File: src/rtl/svm_det_collect.sv
// svm_det_collect: thresholds per-window SVM scores, merges horizontally adjacent
// positive windows into one best-scoring detection, and queues detections for the host.
// Latency: detection enters the FIFO at the edge ending its deciding sample; o_valid one cycle later.
// Backpressure: o_valid/o_ready on the FIFO head. A push into a full FIFO with no pop is dropped
// and sets the sticky overflow flag. The input stream is never stalled.
// Ports: clk, rst (sync, active-low), i_valid/i_result/i_sw_id/i_frame_start score stream,
//        thresh, o_valid/o_ready/o_sw_id/o_score detection stream, det_cnt, overflow.
// Build option: SVM_DET_MERGE_EN enables run merging. Otherwise every hit is queued directly.

module svm_det_fifo #(
    parameter int W     = 43,
    parameter int DEPTH = 16
) (
    input  logic         clk,
    input  logic         rst,
    input  logic         push,
    input  logic [W-1:0] push_dat,
    input  logic         pop,
    output logic         full,
    output logic         vld,
    output logic [W-1:0] head
);
    localparam int AW = $clog2(DEPTH);
    localparam logic [AW:0] ONE = (AW+1)'(1);

    logic [W-1:0]  mem [DEPTH];
    logic [AW-1:0] wr_ptr;
    logic [AW-1:0] rd_ptr;
    logic [AW:0]   count;
    logic          accept;
    logic          do_pop;

    assign full   = (count == (AW+1)'(DEPTH));
    assign vld    = (count != '0);
    assign head   = mem[rd_ptr];
    assign do_pop = pop && vld;
    // A full FIFO still takes a write when the head leaves in the same cycle.
    assign accept = push && (!full || do_pop);

    always_ff @(posedge clk) begin
        if (!rst) begin
            wr_ptr <= '0;
            rd_ptr <= '0;
            count  <= '0;
        end else begin
            if (accept) wr_ptr <= wr_ptr + AW'(1);
            if (do_pop) rd_ptr <= rd_ptr + AW'(1);
            case ({accept, do_pop})
                2'b10:   count <= count + ONE;
                2'b01:   count <= count - ONE;
                default: count <= count;
            endcase
        end
    end

    always_ff @(posedge clk) begin
        if (rst && accept) mem[wr_ptr] <= push_dat;
    end
endmodule

module svm_det_collect #(
    parameter int FEA_I   = 4,
    parameter int FEA_F   = 28,
    parameter int SW_W    = 11,
    parameter int SW_COLS = 33,
    parameter int DEPTH   = 16
) (
    input  logic                   clk,
    input  logic                   rst,
    input  logic                   i_valid,
    input  logic [FEA_I+FEA_F-1:0] i_result,
    input  logic [SW_W-1:0]        i_sw_id,
    input  logic                   i_frame_start,
    input  logic [FEA_I+FEA_F-1:0] thresh,
    output logic                   o_valid,
    input  logic                   o_ready,
    output logic [SW_W-1:0]        o_sw_id,
    output logic [FEA_I+FEA_F-1:0] o_score,
    output logic [SW_W-1:0]        det_cnt,
    output logic                   overflow
);
    localparam int W = FEA_I + FEA_F;

    logic            hit;
    logic            push;
    logic [SW_W-1:0] push_id;
    logic [W-1:0]    push_score;
    logic            full;
    logic            fifo_vld;
    logic [SW_W+W-1:0] head;
    logic            drop;
    logic            accepted;
    logic [SW_W-1:0] cnt_base;

    // Equal to threshold is a miss.
    assign hit = i_valid && ($signed(i_result) > $signed(thresh));

`ifdef SVM_DET_MERGE_EN
    localparam int CW = (SW_COLS > 1) ? $clog2(SW_COLS) : 1;
    localparam logic [CW-1:0] LAST = CW'(SW_COLS - 1);
    localparam logic [0:0] IDLE = 1'b0;
    localparam logic [0:0] RUN  = 1'b1;

    logic [0:0]      state;
    logic [0:0]      state_eff;
    logic [CW-1:0]   col;
    logic [CW-1:0]   col_eff;
    logic [SW_W-1:0] best_id;
    logic [W-1:0]    best_score;
    logic            last_col;
    logic            take;
    logic [SW_W-1:0] cand_id;
    logic [W-1:0]    cand_score;

    // Frame start acts before a same-cycle sample: the run is aborted and the
    // sample is seen as column 0 of an idle machine.
    always_comb begin
        state_eff  = i_frame_start ? IDLE : state;
        col_eff    = i_frame_start ? '0 : col;
        last_col   = (col_eff == LAST);
        // Strict compare keeps the earlier window on a tie.
        take       = hit && ((state_eff == IDLE) || ($signed(i_result) > $signed(best_score)));
        cand_id    = take ? i_sw_id  : best_id;
        cand_score = take ? i_result : best_score;
        if (state_eff == IDLE) push = hit && last_col;
        else                   push = i_valid && (!hit || last_col);
        push_id    = cand_id;
        push_score = cand_score;
    end

    always_ff @(posedge clk) begin
        if (!rst) begin
            state      <= IDLE;
            col        <= '0;
            best_id    <= '0;
            best_score <= '0;
        end else if (i_valid) begin
            col        <= last_col ? '0 : col_eff + CW'(1);
            best_id    <= cand_id;
            best_score <= cand_score;
            state      <= (((state_eff == IDLE) && hit) || (state_eff == RUN)) && !push ? RUN : IDLE;
        end else begin
            col   <= col_eff;
            state <= state_eff;
        end
    end
`else
    always_comb begin
        push       = hit;
        push_id    = i_sw_id;
        push_score = i_result;
    end
`endif

    svm_det_fifo #(.W(SW_W + W), .DEPTH(DEPTH)) u_fifo (
        .clk      (clk),
        .rst      (rst),
        .push     (push),
        .push_dat ({push_id, push_score}),
        .pop      (o_ready),
        .full     (full),
        .vld      (fifo_vld),
        .head     (head)
    );

    assign drop     = push && full && !(o_ready && fifo_vld);
    assign accepted = push && !drop;
    assign cnt_base = i_frame_start ? '0 : det_cnt;

    always_ff @(posedge clk) begin
        if (!rst) begin
            det_cnt  <= '0;
            overflow <= 1'b0;
        end else begin
            if (accepted && (cnt_base != '1)) det_cnt <= cnt_base + SW_W'(1);
            else                              det_cnt <= cnt_base;
            overflow <= (i_frame_start ? 1'b0 : overflow) | drop;
        end
    end

    assign o_valid = fifo_vld;
    assign o_sw_id = fifo_vld ? head[SW_W+W-1:W] : '0;
    assign o_score = fifo_vld ? head[W-1:0]      : '0;
endmodule
File: config.mk
export PLATFORM = sky130hd
export DESIGN_NAME = svm_det_collect
export DESIGN_NICKNAME = d
export VERILOG_FILES = /design/src/rtl/svm_det_collect.sv
export SDC_FILE = /design/constraint.sdc
export NUM_CORES = 1
export LEC_CHECK = 0
export ABC_AREA = 1
export BUFFER_PORTS_ARGS = -buffer_cell sky130_fd_sc_hd__buf_2
export CORE_MARGIN = 2
export CORE_UTILIZATION = 45
export DETAILED_ROUTE_END_ITERATION = 7
export PLACE_DENSITY = 0.72
export SYNTH_ARGS = -nofsm -noshare
export SYNTH_HDL_FRONTEND = slang
export SYNTH_HIERARCHICAL = 1
export SYNTH_SLANG_ARGS = --single-unit
export TNS_END_PERCENT = 20
File: constraint.sdc
create_clock -name clk -period 5.85 [get_ports clk]
set_input_delay 1.17 -clock clk [delete_from_list [all_inputs] [get_ports clk]]
set_output_delay 1.17 -clock clk [all_outputs]
set_load 0.05 [all_outputs]
==> results.json <==
{
  "synth-seq-area-share": 0.694,
  "fp.dieW_microns": 265,
  "drt_pre_antenna_iters": 6,
  "layout-drive-gt1-share": 0.113,
  "vdd_drop_max_uv": 322,
  "tightest_slew_ns": 1.19,
  "viasPerCell": 5.39,
  "period_minus_slack_ns": 4.68,
  "detail-route-antenna-nets": 0,
  "syn_inst": 2641,
  "async_reset_ff_frac": 0,
  "syn-cell-area_sq_um": 30600,
  "synthDistinctLibCells": 32,
  "cts_root_buffer": "clkbuf_16",
  "critPathTopFamily": "buffers and inverters",
  "routed_wl_mm": 69.7,
  "met2_usage": 0.336,
  "core_area_sq_um": 67300,
  "num_vias": 19791,
  "htreeDepth": 3,
  "antenna_found_initial": 2,
  "hold_class": "reg2reg",
  "hpwlAfterDp_mm": 39.6,
  "gr-max-usage-layer": "met2",
  "ys.flop_type": "edfxtp_1",
  "initial_utilization": 0.455,
  "area_delta_synth_final_pct": 13.1,
  "grt_max_degree": 110,
  "critPathKind": "reg2out",
  "gp_congestion": 0.815,
  "cts_hold_buf": 0,
  "status": "completed",
  "cts_tree": "done",
  "syn_nets": 2763,
  "synth.area.top_cells": "edfxtp_1 68%, inv_1 5.5%, nand3_1 4.5%, o211ai_1 4.2%, nand2_1 4.1%",
  "clk_latency_ns": 0.60,
  "use_met3": 0.0278,
  "setup-tns-final_ns": 0,
  "mostFrequentLayoutCells": "688 x edfxtp_1, 451 x inv_1, 333 x nand2_1, 275 x nand3_1, 201 x a21oi_1",
  "final_common_cell": "edfxtp_1",
  "endpoint_kind": "output pin",
  "io_buffers": 135,
  "rsz0062_at_grt": "no",
  "postCtsSetupBuffers": 0,
  "timing.final.hold_violations": 0,
  "std_cell_rows": 95,
  "path_clk_slew_ns": 0.06,
  "synth_top_area_frac": 0.675,
  "cp_num_buf_inv": 4,
  "ys_warn_count": 6,
  "synth_area_leader_cell": "edfxtp_1",
  "drtIter0Drc": 1927,
  "skew_ns": 0.0239,
  "synth_seq_cells": 717,
  "clock_path_buffers": 3,
  "synth_edf_count": 688,
  "critPathArrivalTime_ns": 3.51,
  "die_y_microns": 265,
  "diodes": 0,
  "final_max_slew_viol_count": 0,
  "io_pins": 136,
  "p_per_area_nw_per_um2": 406,
  "nets": 2866,
  "gr-total-overflow": 0,
  "die_area_sq_um": 70100,
  "postCtsResizedCells": 0,
  "power_mw": 14.0,
  "crit_path_max_incr_delay_ns": 0.81,
  "numCtsBuffers": 71,
  "grt_pass1_wl_mm": 107,
  "crit_path_start_kind": "register",
  "avgSynthCellArea_sq_um": 11.6,
  "critPathRequiredTime_ns": 4.68,
  "period_share": 0.800,
  "setup_violations": 0,
  "gr-usage-met1": 0.259,
  "drc_errors": 0,
  "track_usage": 0.197,
  "fillers": 5642,
  "max_freq_mhz": 214,
  "p_leak_nw": 13.1,
  "path_cells": "clkinv_2 > buf_4 > nand3_1 > nand3_1 > nand2_1 > nand2_1 > inv_1 > buf_2",
  "grt_pass1_vias": 19254,
  "clock_sinks": 717,
  "wl_per_cell_microns": 19.0,
  "cp_max_fo": 40,
  "crit_slowest_cell": "clkinv_2",
  "cap_violations": 0,
  "slew-limit-headroom": 0.204
}
## registers in the layout, summed over array words and instances, names as in the netlist, named ones only
register       cells
overflow           1
u_fifo/mem       688
det_cnt           11
u_fifo/count       5
u_fifo/wr_ptr      4
u_fifo/rd_ptr      4
## power breakdown
group,switching [mW],internal [mW]
combinational,2.77,1.04
clock,1.84,2.55
sequential,0.154,5.69
## worst register-to-register path, delay by kind of cell, from the launching register on
| kind | cells | cell delay, ns |
|---|---|---|
| buffers and inverters | 3 | 0.70 |
| DFF | 1 | 0.36 |
| and+or+nand+nor | 9 | 1.48 |
| adders and majority gates | 1 | 0.42 |
| AOI/OAI and AO/OA | 1 | 0.18 |
## cell families (layout without fill, tap and decap cells)
family,Yosys count,count (layout),share of synthesized area
AO/OA/AOI/OAI,564,564,0.107
XOR/XNOR,9,9,0.00258
adder cells (fa/ha/maj),42,42,0.0174
buffers and inverters,611,768,0.0796
flip-flops,717,717,0.694
AND/OR/NAND/NOR,698,698,0.0996
## path summary, 6_finish.rpt
| kind | startpoint | endpoint | slack (ns) | cells past startpoint |
|---|---|---|---|---|
| worst max register to register | u_fifo/count[1] | u_fifo/count[4] | 2.59 | 14 |
| worst min register to register | u_fifo/rd_ptr[2] | register | 0.47 | 2 |
| worst max-delay path | register | o_score[16] | 1.17 | 8 |
| worst min-delay path | u_fifo/rd_ptr[2] | register | 0.47 | 2 |
## layout make-up
cell class,count,area (sq um),share of cell area
clock buffer,93,1930,0.0559
tap,873,1090,0.0316
multi-input combinational,1313,7050,0.204
timing repair buffer,180,1240,0.0358
inverter,461,1730,0.0500
clock inverter,34,307,0.00886
sequential,717,21300,0.614
## cells in the mapped netlist (all sizes together), types with 13 or more instances
cell / instances
a21oi: 201
ha: 41
o211ai: 172
nand3: 278
buf: 101
nand2: 335
clkbuf: 49
nor2: 67
inv: 460
o21ai: 184
nand4: 13
edfxtp: 688
dfxtp: 29
## stage by stage
stage	util	area (sq um)	setup slack (ns)	hold slack, ns	cells
2_1_floorplan	-	30600	0.769	0.447	2641
5_1_grt	0.514	34600	0.991	0.492	3671
6_report	0.514	34600	1.17	0.472	3671
4_1_cts	0.514	34600	1.20	0.474	3671
3_5_place_dp	0.481	32400	0.684	0.465	3544
3_3_place_gp	0.481	32400	0.770	0.459	3544
## routing by layer
| layer | wire length, microns | vias to the layer above | share of wire |
|---|---|---|---|
| li1 | - | 9399 | - |
| met1 | 29000 | 9567 | 0.42 |
| met2 | 34300 | 704 | 0.49 |
| met3 | 4660 | 117 | 0.067 |
| met4 | 1660 | 4 | 0.024 |
| met5 | 27 | - | 0.00039 |
No activity file was read; power rests on OpenSTA's default activity.
